File: config.mk
export PLATFORM = sky130hd
export DESIGN_NAME = bch_serial_encoder
export DESIGN_NICKNAME = d
export VERILOG_FILES = /design/src/rtl/bch_serial_encoder_pkg.sv /design/src/rtl/bch_parity_lfsr.sv /design/src/rtl/bch_serial_encoder.sv
export SDC_FILE = /design/constraint.sdc
export NUM_CORES = 1
export LEC_CHECK = 0
export ABC_AREA = 1
export CAP_MARGIN = 20
export CORE_AREA = 2 2 39 41
export CTS_CLUSTER_DIAMETER = 200
export CTS_CLUSTER_SIZE = 28
export DETAILED_ROUTE_END_ITERATION = 10
export DIE_AREA = 0 0 41 43
export PLACE_DENSITY = 0.69
export SYNTH_ARGS = -nofsm -noshare
export SYNTH_HDL_FRONTEND = slang
export SYNTH_SLANG_ARGS = --single-unit
File: constraint.sdc
create_clock -name CLK -period 2 [get_ports CLK]
set_clock_uncertainty 0.05 [all_clocks]
set_input_delay 0.4 -clock CLK [delete_from_list [all_inputs] [get_ports CLK]]
set_output_delay 0.4 -clock CLK [all_outputs]
set_load 0.02 [all_outputs]
File: src/rtl/bch_serial_encoder_pkg.sv
// Shared constants for the bit-serial BCH encoder slice.
// Holds the default code (7,4) with g(x) = x^3 + x + 1 and the FSM state encodings.
// The decoder side of the channel uses the same defaults and state encodings.
package bch_serial_encoder_pkg;

    localparam int unsigned BCH_N_DEFAULT       = 7;
    localparam int unsigned BCH_K_DEFAULT       = 4;
    localparam int unsigned BCH_M_DEFAULT       = BCH_N_DEFAULT - BCH_K_DEFAULT;
    localparam logic [3:0]  BCH_POLYNOM_DEFAULT = 4'b1011;

    localparam logic [0:0] S_DATA   = 1'b0;
    localparam logic [0:0] S_PARITY = 1'b1;

    function automatic int unsigned max_u(input int unsigned a, input int unsigned b);
        return (a > b) ? a : b;
    endfunction

endpackage

File: src/rtl/bch_parity_lfsr.sv
// M-bit Galois-form divider by g(x), used to form BCH parity bit-serially.
// Ports:
//   CLK        in  clock, rising edge
//   RESET      in  synchronous active-high reset, clears the register
//   clr        in  clear the register (takes priority over en)
//   en         in  advance the register this cycle
//   shift_out  in  1: plain left shift (parity readout), 0: divide step with shift_in
//   shift_in   in  next message bit for the divide step
//   parity_msb out current register MSB, i.e. the next parity bit to emit
module bch_parity_lfsr #(
    parameter int unsigned M    = 3,
    parameter logic [M:0]  POLY = 4'b1011
) (
    input  logic CLK,
    input  logic RESET,
    input  logic clr,
    input  logic en,
    input  logic shift_out,
    input  logic shift_in,
    output logic parity_msb
);

    logic [M-1:0] r_q, r_d;
    logic         fb;

    assign fb         = shift_in ^ r_q[M-1];
    assign parity_msb = r_q[M-1];

    always_comb begin
        r_d = r_q;
        if (clr) begin
            r_d = '0;
        end else if (en) begin
            if (shift_out) begin
                r_d = r_q << 1;
            end else begin
                r_d[0] = fb & POLY[0];
                for (int i = 1; i < int'(M); i++) begin
                    r_d[i] = r_q[i-1] ^ (fb & POLY[i]);
                end
            end
        end
    end

    always_ff @(posedge CLK) begin
        if (RESET) begin
            r_q <= '0;
        end else begin
            r_q <= r_d;
        end
    end

endmodule

File: src/rtl/bch_serial_encoder.sv
// Bit-serial systematic BCH encoder. Each codeword: ENC_K info bits passed through,
// then ENC_N-ENC_K parity bits, MSB first, back-to-back.
// Optional feature macro: BCH_ENC_SOF_EN adds DATA_OUT_SOF (start-of-codeword flag).
// Ports:
//   CLK            in  clock, rising edge
//   RESET          in  synchronous active-high reset
//   DATA_IN        in  info bit, taken when DATA_IN_VALID && DATA_IN_READY
//   DATA_IN_VALID  in  DATA_IN is valid
//   DATA_IN_READY  out encoder can take an info bit (low while parity is emitted)
//   DATA_OUT       out registered coded bit
//   DATA_OUT_VALID out DATA_OUT valid this cycle (no backpressure)
//   DATA_OUT_SOF   out (BCH_ENC_SOF_EN only) high with data bit 0 of each codeword
module bch_serial_encoder
    import bch_serial_encoder_pkg::*;
#(
    parameter int unsigned              ENC_N           = BCH_N_DEFAULT,
    parameter int unsigned              ENC_K           = BCH_K_DEFAULT,
    parameter logic [ENC_N-ENC_K:0]     ENC_BCH_POLYNOM = BCH_POLYNOM_DEFAULT
) (
    input  logic CLK,
    input  logic RESET,
    input  logic DATA_IN,
    input  logic DATA_IN_VALID,
    output logic DATA_IN_READY,
    output logic DATA_OUT,
    output logic DATA_OUT_VALID
`ifdef BCH_ENC_SOF_EN
    ,
    output logic DATA_OUT_SOF
`endif
);

    localparam int unsigned M  = ENC_N - ENC_K;
    localparam int unsigned CW = $clog2(max_u(ENC_K, M)) + 1;
    localparam logic [CW-1:0] K_LAST = CW'(ENC_K - 1);
    localparam logic [CW-1:0] M_LAST = CW'(M - 1);

    logic [0:0]    state_q, state_d;
    logic [CW-1:0] cnt_q, cnt_d;
    logic          dout_q, dout_d;
    logic          dval_q, dval_d;
    logic          accept;
    logic          in_parity;
    logic          parity_msb;

    assign in_parity     = (state_q == S_PARITY);
    // Gated by RESET so no bit is ever consumed during the reset cycle.
    assign DATA_IN_READY = (state_q == S_DATA) && !RESET;
    assign accept        = DATA_IN_VALID && DATA_IN_READY;

    bch_parity_lfsr #(
        .M    (M),
        .POLY (ENC_BCH_POLYNOM)
    ) u_lfsr (
        .CLK        (CLK),
        .RESET      (RESET),
        .clr        (in_parity && (cnt_q == M_LAST)),
        .en         (accept || in_parity),
        .shift_out  (in_parity),
        .shift_in   (DATA_IN),
        .parity_msb (parity_msb)
    );

    always_comb begin
        state_d = state_q;
        cnt_d   = cnt_q;
        dout_d  = dout_q;
        dval_d  = 1'b0;
        if (in_parity) begin
            dout_d = parity_msb;
            dval_d = 1'b1;
            if (cnt_q == M_LAST) begin
                cnt_d   = '0;
                state_d = S_DATA;
            end else begin
                cnt_d = cnt_q + CW'(1);
            end
        end else if (accept) begin
            dout_d = DATA_IN;
            dval_d = 1'b1;
            if (cnt_q == K_LAST) begin
                cnt_d   = '0;
                state_d = S_PARITY;
            end else begin
                cnt_d = cnt_q + CW'(1);
            end
        end
    end

    always_ff @(posedge CLK) begin
        if (RESET) begin
            state_q <= S_DATA;
            cnt_q   <= '0;
            dout_q  <= 1'b0;
            dval_q  <= 1'b0;
        end else begin
            state_q <= state_d;
            cnt_q   <= cnt_d;
            dout_q  <= dout_d;
            dval_q  <= dval_d;
        end
    end

    assign DATA_OUT       = dout_q;
    assign DATA_OUT_VALID = dval_q;

`ifdef BCH_ENC_SOF_EN
    logic sof_q;

    // Data bit 0 of a word is the accept that happens with the counter at zero in S_DATA.
    always_ff @(posedge CLK) begin
        if (RESET) begin
            sof_q <= 1'b0;
        end else begin
            sof_q <= accept && (cnt_q == '0);
        end
    end

    assign DATA_OUT_SOF = sof_q;
`else
    // No start-of-codeword flag in this build.
`endif

endmodule

# Word level (Yosys, flattened, before mapping)
# Index checks and enable logic that the tools add are counted.
[word_totals] register_bits=9 wordCells=31 ramBits=0 n_memories=0 latchBits=0 mem_bits_ro=0 input_bits=4
[classes] shift=0 n_reduce_logical=7 eq_ne=2 n_addsub=1 mux=13 bitwise_logic=3 div=0 n_lt_le_gt_ge=0 n_mul=0
[ops] op="3-bit 2-to-1 mux" count=4
[ops] op="1-bit 2-to-1 mux" count=8
[ops] op="3-bit by 2-bit equality test with 1-bit output, second input constant" count=2
[ops] op="3-bit by 1-bit adder with 3-bit output, second input constant" count=1
[ops] op="1-bit logical AND" count=3
[ops] op="2-bit 2-to-1 mux" count=1
[ops] op="2-bit nonzero test" count=1
[ops] op="2-bit OR reduction" count=1
[ops] op="1-bit bitwise XOR" count=2
[ops] op="1-bit zero test" count=1
[ops] op="1-bit logical OR" count=1
[ops] op="1-bit inverter" count=1

# Depth between registers and ports, before layout
[logic_depth] depth_word=5 mapped_depth=7 mapped_depth_nobuf=7

# Cells and area by module
# From an unflattened synthesis, not the netlist that was laid out.
[unflattened] cells_unflattened=74 hier_area_um2=520.5
[by_module_without_submodules] module="bch_serial_encoder" n_inst=1 area_each_um2=366.6 cells_per_inst=52
[by_module_without_submodules] module="bch_parity_lfsr" n_inst=1 area_each_um2=153.9 cells_per_inst=22

# Least setup slack after synthesis
# OpenSTA, ideal clock, no wires.
[synth_path] path_type="register -> register" start="reg cnt_q[0]" end="reg cnt_q[2]" t_arrival_ns=1.073 setup_slack_ns=0.807 path_stages_with_launch=5 period_less_slack_ns=1.193 n_path_buf=0 cell_sequence="dfxtp_1 > ha_1 > ha_1 > or2_1 > a21oi_1"
[synth_between] elab_chain_len=4 word_cells_on_any_way=7
[synth_rtl] element="from (decl)" line_no="bch_serial_encoder.sv:39" rtl="logic [CW-1:0] cnt_q, cnt_d;"
[synth_rtl] element="from (signal assigned)" line_no="bch_serial_encoder.sv:98" rtl="cnt_q <= cnt_d;"
[synth_rtl] element="3-bit by 1-bit adder with 3-bit output or 3-bit by 2-bit equality test with 1-bit output (tied branches)" line_no="bch_serial_encoder.sv:76, bch_serial_encoder.sv:85, bch_serial_encoder.sv:81"
[synth_rtl] element="3-bit 2-to-1 mux" line_no="bch_serial_encoder.sv:81" rtl="if (cnt_q == K_LAST) begin"
[synth_rtl] element="3-bit 2-to-1 mux" line_no="bch_serial_encoder.sv:78" rtl="end else if (accept) begin"
[synth_rtl] element="3-bit 2-to-1 mux *" line_no="bch_serial_encoder.sv:69" rtl="if (in_parity) begin"
# Every way passes the cells marked *; elsewhere a longest branch is shown, timed or not. The select of a mux whose other input is x is not followed.
# A chain may end at the register's enable or synchronous reset.

# Final worst setup path
[layout_path] start="in RESET" end="out DATA_IN_READY"
[layout_between] elab_chain_len=2
[layout_rtl] element="from (decl)" line_no="bch_serial_encoder.sv:21" rtl="input logic RESET,"
[layout_rtl] element="1-bit zero test" line_no="bch_serial_encoder.sv:48" rtl="assign DATA_IN_READY = (state_q == S_DATA) && !RESET;"
[layout_rtl] element="1-bit logical AND" line_no="bch_serial_encoder.sv:48"
[layout_rtl] element="to (decl)" line_no="bch_serial_encoder.sv:24" rtl="output logic DATA_IN_READY,"
# No other way between the ends.

==> results.yml <==
hold_path:
  min_path_cells: 2
  hold_end: "DATA_OUT"
  hp-class: "reg -> reg"
  hp-start: "DATA_OUT"
route:
  viasPerCell: 4.78
  drc: 0
  wl_um: 989
  dr.max_layer_used: "met4"
  vias: 478
  first_pass_iters: 4
  met3WireLength_um: 57
  avgRoutedWirePerCell_um: 9.89
  drt-met1-wl_um: 469
  route.met2.wl_um: 447
  ant_nets: 0
  dr.first_iter.drc_count: 14
finish:
  stdcell_count: 100
  nets: 93
  diodes: 0
  layout-drive-gt1-share_pct: 11.9
  area_growth_pct: 26.0
  final_area_um2: 619
global_route:
  grt_usage_pct: 13.5
  grt_max_degree: 9
  antenna_found_initial: 0
  grt_pass1_wl_um: 1560
  grt_pass1_vias: 394
  overflow: 0
timing:
  timing.fmax_ghz: 0.554
  min_period_over_period_pct: 90.2
  rsz0062_at_grt: "false"
  tns_ns: 0
  worstMarginPinSlew_ns: 0.333
  finalSetupViolCount: 0
  maxSlewHeadroom_pct: 77.8
  fin_ws_ns: 0.196
  fin_crit_ns: 1.80
  hold_viol_final: 0
  slew_viol_final: 0
critical_path:
  crit_chain: "clkdlybuf4s50_1 > inv_2 > nand2_1 > inv_1 > dlygate4sd2_1"
  r2r-end: "cnt_q[2]"
  worst_setup_path_end_kind: "primary output"
  slowest_stage: "clkdlybuf4s50_1"
  worstPathRequired_ns: 1.55
  r2r_slack_ns: 0.72
  critical_path_buf_inv_count: 4
  rr_startpoint: "cnt_q[1]"
  startpoint_type: "input port"
  cp-startpoint: "RESET"
  path_class: "in -> out"
  slowest_delay_ns: 0.49
  path_max_fanout: 2
  cp_data_arrival_time_ns: 1.35
  crit_family: "buffers and inverters"
  rr_worst_depth: 4
floorplanning:
  core_area_um2: 1380
  ios: 7
  die_x_um: 41
  dieHeight_um: 43
  fp-row-count: 14
  die-area_um2: 1760
  initial_utilization_pct: 35.5
synth:
  yosys.area.top_type_share_pct: 36.6
  netlist_top_cells_area: "dfxtp_1 37%, nand2_1 15%, ha_1 10%, inv_1 8.4%, a21oi_1 7.1%"
  synth_seq_area_share_pct: 36.6
  syn_nets: 79
  yosys_warnings: 0
  synth_seq_cells: 9
  synth_area_per_cell_um2: 6.93
  synth_cells: 71
  synth_area_um2: 492
  yosysTopAreaCell: "dfxtp_1"
  yosysUniqueCellTypes: 15
cts:
  post_cts_buffers: 0
  cts_tree: "done"
  cts_buffers: 3
  clk_latency_ns: 0.26
  cts_buffer_depth: 2
  htree_levels: 1
  clkTransAtPathRegs_ns: 0.07
  cts.sink_count: 9
  clockRootBuffer: "clkbuf_4"
place:
  gp_congestion: 0.766
  pre_cts_ws_ns: -0.0503
  place_area_um2: 594
  hpwl_um: 746
  io_buffers: 6
  dp_cells: 96
flow_run:
  drv_cap: 0
outcome:
  status: "complete, no violations"
power_and_ir_drop:
  power_mw: 0.407
  p_leak_nw: 0.287
  ir_drop_uv: 413
  pwr_density_cell_nw_per_um2: 656
==> cell families after synthesis <==
| kind of cell | synth area share (%) |
|---|---|
| AO/OA/AOI/OAI | 14.2 |
| buffers and inverters | 9.92 |
| adder cells (fa/ha/maj) | 10.2 |
| flip-flops | 36.6 |
| AND/OR/NAND/NOR | 29.0 |
==> metrics by stage <==
step / hold WS, ns / utilization (%)
final: 0.417 / 44.8
after global routing: 0.455 / 44.8
after CTS: 0.417 / 44.8
after detailed placement: 0.407 / 42.9
after global placement: 0.404 / 42.9
after floorplan: 0.395 / -
==> state kept, by name (all words and copies together), names as in the netlist <==
signal	cells
DATA_OUT	1
cnt_q	3
DATA_OUT_VALID	1
u_lfsr.r_q	3
in_parity	1
==> worst min-delay path: cells and delay by family (launching register included) <==
kind	cells	cell delay, ns
flops	1	0.31
simple gates	1	0.06
compound gates	1	0.06
==> cell usage after synthesis, drive strengths merged <==
cell type  count
a21oi          8
dfxtp          9
nor2           6
nand3          5
or2            1
ha             4
nand3b         1
o21ai          3
nand2         20
inv           13
nand4          1
==> what timing repair did <==
item	CTS	global route
endpoints found under the setup margin	1	0
resized for setup	1	0
hold buffers	0	0
==> layout by cell type, fill, tap and decap left out <==
cell,n
a21oi_1,7
a21oi_4,1
buf_4,3
clkbuf_1,1
clkbuf_4,3
clkdlybuf4s50_1,5
dfxtp_1,9
dlygate4sd2_1,1
ha_1,4
inv_1,11
inv_2,2
nand2_1,20
nand3_1,5
nand3b_1,1
nand4_1,1
nor2_1,6
o21ai_0,1
o21ai_1,1
o21ai_2,1
or2_1,1
==> worst max path at each step <==
stage,to,slack (ns),cells past startpoint
4_1_cts,DATA_IN_READY,0.19,5
6_report,DATA_IN_READY,0.20,5
5_1_grt,DATA_IN_READY,0.15,5
2_1_floorplan,cnt_q[2],0.81,4
3_3_place_gp,DATA_IN_READY,-0.04,5
3_5_place_dp,DATA_IN_READY,-0.05,5
==> metal layers <==
layer  up-vias  global-route usage, %
li1        249                      -
met1       209                   15.4
met2        18                   19.4
met3         2                   6.28
met4         0                   8.00
met5         -                      0
==> where the power goes <==
part / internal [mW] / total, mW / switching (mW)
logic: 0.0312 / 0.0679 / 0.0367
clock network: 0.0769 / 0.143 / 0.0663
registers: 0.189 / 0.195 / 0.00644
total: 0.297 / 0.407 / 0.109
==> cell type report <==
type                    count  area [um^2]
clock buffers               4         26.3
fillers                   149          764
inverters                  13         48.8
multi-input cells          49          263
flip-flops and latches      9          180
well taps                  16         20.0
repair buffers              9         81.3
(Power assumes the default switching activity.)
